===== config.mk =====
export PLATFORM = sky130hd
export DESIGN_NAME = inst_fetch_ctrl
export DESIGN_NICKNAME = d
export VERILOG_FILES = /design/src/rtl/inst_fetch_ctrl.sv
export SDC_FILE = /design/constraint.sdc
export NUM_CORES = 1
export LEC_CHECK = 0
export CORE_MARGIN = 5
export CORE_UTILIZATION = 43
export DETAILED_ROUTE_END_ITERATION = 7
export PLACE_DENSITY = 0.95
export SYNTH_ARGS = -nofsm -noshare
export SYNTH_HDL_FRONTEND = slang
export SYNTH_SLANG_ARGS = --single-unit

===== constraint.sdc =====
create_clock -name CLK -period 5.3 [get_ports CLK]
set_clock_uncertainty 0.05 [all_clocks]
set_input_delay 0.53 -clock CLK [delete_from_list [all_inputs] [get_ports CLK]]
set_output_delay 0.53 -clock CLK [all_outputs]
set_load 0.02 [all_outputs]

===== src/rtl/inst_fetch_ctrl.sv =====
// Instruction fetch sequencer: one outstanding imem request, single-entry
// instruction buffer toward decode, and redirect handling for bpu_flush.
module inst_fetch_ctrl #(
   parameter int ADDR_WIDTH = 32
) (
   input  logic                  CLK,
   input  logic                  RST,
   input  logic [ADDR_WIDTH-1:0] BOOT_ADDR,
   input  logic [ADDR_WIDTH-1:0] pcgen_pc,
   input  logic                  bpu_flush,
   input  logic [ADDR_WIDTH-1:0] bpu_target,
   output logic                  imem_req_valid,
   input  logic                  imem_req_ready,
   output logic [ADDR_WIDTH-1:0] imem_req_addr,
   input  logic                  imem_rsp_valid,
   input  logic [ADDR_WIDTH-1:0] imem_rsp_data,
   output logic                  inst_valid,
   input  logic                  inst_ready,
   output logic [ADDR_WIDTH-1:0] inst_pc,
   output logic [ADDR_WIDTH-1:0] inst,
   output logic                  inst_fire
);

   typedef enum logic [2:0] {
      ST_BOOT,
      ST_REQ,
      ST_WAIT,
      ST_HOLD,
      ST_DROP
   } state_t;

   state_t                  state_q;
   state_t                  state_d;
   logic [ADDR_WIDTH-1:0]   fetch_addr_q;
   logic [ADDR_WIDTH-1:0]   fetch_addr_d;
   logic [ADDR_WIDTH-1:0]   inst_q;
   logic [ADDR_WIDTH-1:0]   inst_d;
   logic [ADDR_WIDTH-1:0]   inst_pc_q;
   logic [ADDR_WIDTH-1:0]   inst_pc_d;

   function automatic logic [ADDR_WIDTH-1:0] align_word(input logic [ADDR_WIDTH-1:0] a);
      return a & ~(ADDR_WIDTH'(3));
   endfunction

   // In DROP fetch_addr_q already holds the redirect target, so it doubles as
   // the stored target and no separate register is needed.
   assign imem_req_valid = (state_q == ST_REQ);
   assign imem_req_addr  = fetch_addr_q;
   assign inst_valid     = (state_q == ST_HOLD);
   assign inst_pc        = inst_pc_q;
   assign inst           = inst_q;
   assign inst_fire      = inst_valid & inst_ready & ~bpu_flush;

   always_comb begin
      state_d      = state_q;
      fetch_addr_d = fetch_addr_q;
      inst_d       = inst_q;
      inst_pc_d    = inst_pc_q;
      case (state_q)
         ST_BOOT: begin
            fetch_addr_d = bpu_flush ? align_word(bpu_target) : align_word(BOOT_ADDR);
            state_d      = ST_REQ;
         end
         ST_REQ: begin
            if (bpu_flush) begin
               fetch_addr_d = align_word(bpu_target);
               // A request accepted in the flush cycle still owes a response.
               state_d      = imem_req_ready ? ST_DROP : ST_REQ;
            end else if (imem_req_ready) begin
               state_d = ST_WAIT;
            end
         end
         ST_WAIT: begin
            if (bpu_flush) begin
               fetch_addr_d = align_word(bpu_target);
               state_d      = imem_rsp_valid ? ST_REQ : ST_DROP;
            end else if (imem_rsp_valid) begin
               inst_d    = imem_rsp_data;
               inst_pc_d = fetch_addr_q;
               state_d   = ST_HOLD;
            end
         end
         ST_HOLD: begin
            if (bpu_flush) begin
               fetch_addr_d = align_word(bpu_target);
               state_d      = ST_REQ;
            end else if (inst_ready) begin
               fetch_addr_d = align_word(pcgen_pc);
               state_d      = ST_REQ;
            end
         end
         ST_DROP: begin
            if (bpu_flush) begin
               fetch_addr_d = align_word(bpu_target);
            end
            if (imem_rsp_valid) begin
               state_d = ST_REQ;
            end
         end
         default: begin
            state_d = ST_BOOT;
         end
      endcase
   end

   always_ff @(posedge CLK or posedge RST) begin
      if (RST) begin
         state_q      <= ST_BOOT;
         fetch_addr_q <= '0;
         inst_q       <= '0;
         inst_pc_q    <= '0;
      end else begin
         state_q      <= state_d;
         fetch_addr_q <= fetch_addr_d;
         inst_q       <= inst_d;
         inst_pc_q    <= inst_pc_d;
      end
   end

endmodule


Yosys cells after proc, flatten, opt, wreduce, memory -nomap -nowiden
Cells that the tools add are included.
Widths: inputs -> output; s select.
{"block": "op_classes", "n_eq_ne": 9, "muxes": 15, "n_bitwise": 3, "n_reduce_logical": 6}
{"cell": "$mux 32", "n": 4}
{"cell": "$pmux 32 s3", "n": 1}
{"cell": "$mux 3", "n": 9}
{"cell": "$pmux 3 s5", "n": 1}
{"cell": "$eq 3x2->1 const B", "n": 2}
{"cell": "$ne 3x2->1 const B", "n": 2}
{"cell": "$reduce_and 3->1", "n": 2}
{"cell": "$reduce_and 4->1", "n": 1}
{"cell": "$eq 3x1->1 const B", "n": 1}
{"cell": "$eq 3x3->1 const B", "n": 1}
{"cell": "$logic_not 3->1", "n": 1}
{"cell": "$ne 3x3->1 const B", "n": 1}
{"cell": "$reduce_bool 3->1", "n": 1}
{"cell": "$reduce_or 3->1", "n": 1}
{"cell": "$and 1x1->1", "n": 2}
{"cell": "$ne 2x1->1 const B", "n": 1}
{"cell": "$ne 2x2->1 const B", "n": 1}
{"cell": "$not 1->1", "n": 1}
{"block": "word_totals", "ff_bits": 99, "output_inout_bits": 99, "wordCells": 37}

Depth between registers and ports, before layout
{"block": "logic_depth", "ltp_word": 4, "ltp_mapped": 7}

Worst setup path after synthesis
Ideal clock, no wire load.
{"block": "synth_timing", "path_kind": "in2out", "from": "input port bpu_flush", "to": "output port inst_fire", "t_arrival_ps": 1367, "required_time_ps": 4720, "path_slack_ps": 3353, "stages": 5, "n_path_buf": 2, "path_cell_list": "nor2_1 and3_1 clkbuf_1 buf_2 and2_1"}
{"block": "synth_between", "elab_chain_cells": 2}
{"element": "start: declaration", "line_no": "10", "source": "input logic bpu_flush,"}
{"element": "$not 1->1 (no source line)"}
{"element": "$and 1x1->1", "line_no": "52", "source": "assign inst_fire = inst_valid & inst_ready & ~bpu_flush;"}
{"element": "end: declaration", "line_no": "21", "source": "output logic inst_fire"}
Every way passes these cells.

Final worst setup path
Ends and elaborated chain as after synthesis.

==> results.py <==
metrics = {
    "route": {
        "drtIter0Drc": 278,
        "ant_nets": 0,
        "drtPass1Iterations": 5,
        "avgViaCountPerCell": 5.44,
        "via_count": 3933,
        "wire_per_inst_um": 19.5,
        "drcViolationCount": 0,
        "drt_wl_total_um": 14100,
    },
    "sta": {
        "slew_headroom": 0.102,
        "hold_viol_final": 0,
        "fmax_mhz": 262,
        "setup_viol": 0,
        "worst_pin_slew_ns": 1.35,
        "grt_setup_unrepaired": "no",
        "min_period_over_period": 0.721,
        "drv_slew": 0,
        "setup_tns_ns": 0,
        "period_needed_ns": 3.82,
    },
    "critical_path": {
        "cp_slowest_cell": "and3_1",
        "crit_buf_inv": 2,
        "max_stage_delay_ns": 1.06,
        "crit_path_start_kind": "input pin",
        "crit_path_cell_trace": "buf_2 > nor2_1 > and3_1 > and2_1 > clkdlybuf4s50_1",
        "worst_setup_path_end_kind": "output port",
        "startpoint": "bpu_flush",
        "critPathRequiredTime_ns": 4.72,
        "cp_top_family": "simple AND/OR/NAND/NOR gates",
        "crit_fanout": 38,
        "crit_type": "input pin to output port",
        "crit_arrival_ns": 3.24,
        "r2r_start": "state_q[1]$_DFFE_PP0P_",
    },
    "yosys": {
        "synth_cells": 384,
        "synthDistinctLibCells": 31,
        "synth.ff_latch_count": 95,
        "ys_seq_area_frac": 0.522,
        "synth_area_leader_cell": "dfrtp_1",
        "netlist_area_um2": 4550,
        "synth_area_per_cell_um2": 11.9,
        "netlist.area_leader.share": 0.522,
        "synth_warnings": 0,
        "netlist_top_cells_area": "dfrtp_1, mux2_2, mux2i_1",
    },
    "die": {
        "start_util": 0.441,
        "die_h_um": 113,
        "io_pins": 233,
        "die_area_um2": 12700,
        "core-area_um2": 10300,
        "std_cell_rows": 37,
        "die_w_um": 113,
    },
    "global_routing": {
        "antenna_found_initial": 0,
        "grt_pass1_vias": 4226,
        "grt_max_degree": 63,
        "grt_usage": 0.220,
        "grt_pass1_wl_um": 22400,
        "grt_overflow": 0,
    },
    "pwr": {
        "p_total_mw": 3.80,
        "cellLeakagePower_nw": 2.97,
        "p_per_area_nw_per_um2": 545,
        "ir_drop_v": 0.000302,
    },
    "cts": {
        "cts_setup_buffers": 0,
        "root_buffer": "clkbuf_8",
        "clk_latency_ns": 0.35,
        "cts-buffers-inserted": 9,
        "cts_sinks": 95,
        "cts_tree": "done",
        "path_clk_slew_ns": 0.09,
        "cts_resized": 0,
        "cts.htree.levels": 3,
        "clk_path_buf_depth": 2,
        "postCtsHoldBufs": 0,
    },
    "min_path": {
        "worstHoldPathType": "register to register",
        "min_from": "inst_pc[31]$_DFFE_PP0P_",
    },
    "layout": {
        "synthToLayoutAreaGrowth_pct": 53.3,
        "layout-drive-gt1-share": 0.126,
        "fillCellCount": 753,
        "antennaDiodeCount": 0,
        "final_core_utilization": 0.676,
        "nNetsFinal": 716,
        "seq_area_um2": 2380,
        "multi_input_area_um2": 1980,
    },
    "placed_design": {
        "place_congestion": 0.833,
        "portBuffers": 222,
        "dp_hpwl_um": 10400,
    },
    "status": {
        "status": "finished, final reports clean",
    },
    "job": {
        "maxCapViolCount": 0,
    },
}
==> cells in the mapped netlist <==
| cell type | instances |
|---|---|
| dfrtp_1 | 95 |
| and2_1 | 2 |
| mux2i_1 | 30 |
| o2111ai_1 | 1 |
| nor3_1 | 1 |
| and3_1 | 1 |
| a32o_1 | 1 |
| o21ai_1 | 1 |
| a22oi_1 | 1 |
| nor2b_1 | 4 |
| buf_6 | 4 |
| or3_1 | 1 |
| a21oi_1 | 1 |
| nand4_1 | 30 |
| o21ai_0 | 5 |
| nand2_1 | 3 |
| nand3_1 | 2 |
| conb_1 | 1 |
| o32ai_2 | 1 |
| inv_1 | 3 |
| mux2_1 | 12 |
| o21a_1 | 1 |
| buf_4 | 4 |
| and2_4 | 1 |
| a2bb2oi_1 | 30 |
| nor2_1 | 34 |
| clkbuf_1 | 17 |
| a31oi_1 | 31 |
| mux2_2 | 50 |
| buf_2 | 15 |
| buf_1 | 1 |
==> cell families after synthesis <==
family | share of synthesized area
flip-flops | 0.522
multiplexers | 0.219
AND/OR/NAND/NOR | 0.0880
AO/OA/AOI/OAI | 0.119
buffers and inverters | 0.0503
other | 0.000824
==> worst paths after layout <==
kind	to	slack, ns	depth (start not counted)
max	inst_fire	1.48	5
max in group asynchronous	inst_pc[31]$_DFFE_PP0P_	3.62	3
min in group asynchronous	inst_pc[8]$_DFFE_PP0P_	0.54	2
min	inst_pc[31]$_DFFE_PP0P_	0.44	1
max reg2reg	imem_req_addr[9]$_DFFE_PP0P_	2.54	4
min reg2reg	inst_pc[31]$_DFFE_PP0P_	0.44	1
==> cells in the final DEF, fill, tap and decap left out, types with 2 or more instances in the layout <==
cell / count
clkdlybuf4s50_1: 221
dfrtp_1: 95
mux2_2: 50
nor2_1: 33
a31oi_1: 31
mux2i_1: 30
a2bb2oi_1: 30
nand4_1: 30
mux2_1: 12
clkbuf_8: 10
o21ai_0: 5
nor2b_1: 4
conb_1: 4
nand2_1: 3
buf_4: 3
nand3_1: 2
inv_1: 2
and2_1: 2
clkinv_2: 2
==> final cells by class <==
type,count,share of cell area
sequential,95,0.341
tap,136,0.0244
multi-input combinational,248,0.284
clock buffer,11,0.0203
inverter,3,0.00197
clock inverter,5,0.00807
timing repair buffer,225,0.321
==> through the flow <==
stage | std cells | setup WS (ns) | area, um2 | hold WS (ns)
floorplan | 387 | 2.24 | 4560 | 0.528
global placement | 707 | 1.65 | 6780 | 0.418
detailed placement | 707 | 1.53 | 6780 | 0.425
CTS | 723 | 1.52 | 6980 | 0.443
global route | 723 | 1.38 | 6980 | 0.465
finish | 723 | 1.48 | 6980 | 0.440
==> layer usage <==
metal / vias up / global-route usage / routed length [um]
met5: - / 0 / 0
met4: 0 / 0.0617 / 230
met1: 1896 / 0.261 / 5450
met2: 198 / 0.382 / 7200
met3: 21 / 0.0722 / 1230
li1: 1818 / - / -
==> power breakdown <==
group          internal [mW]  total, mW  switching, mW
registers               1.05       1.30          0.246
logic                   1.02       2.03           1.01
clock network          0.232      0.480          0.248
==> state kept, by name, summed over array words and instances, names as in the netlist <==
name           count
inst              32
imem_req_addr     30
inst_pc           30
state_q            3
Note: power is estimated with default switching activity, not from simulation.
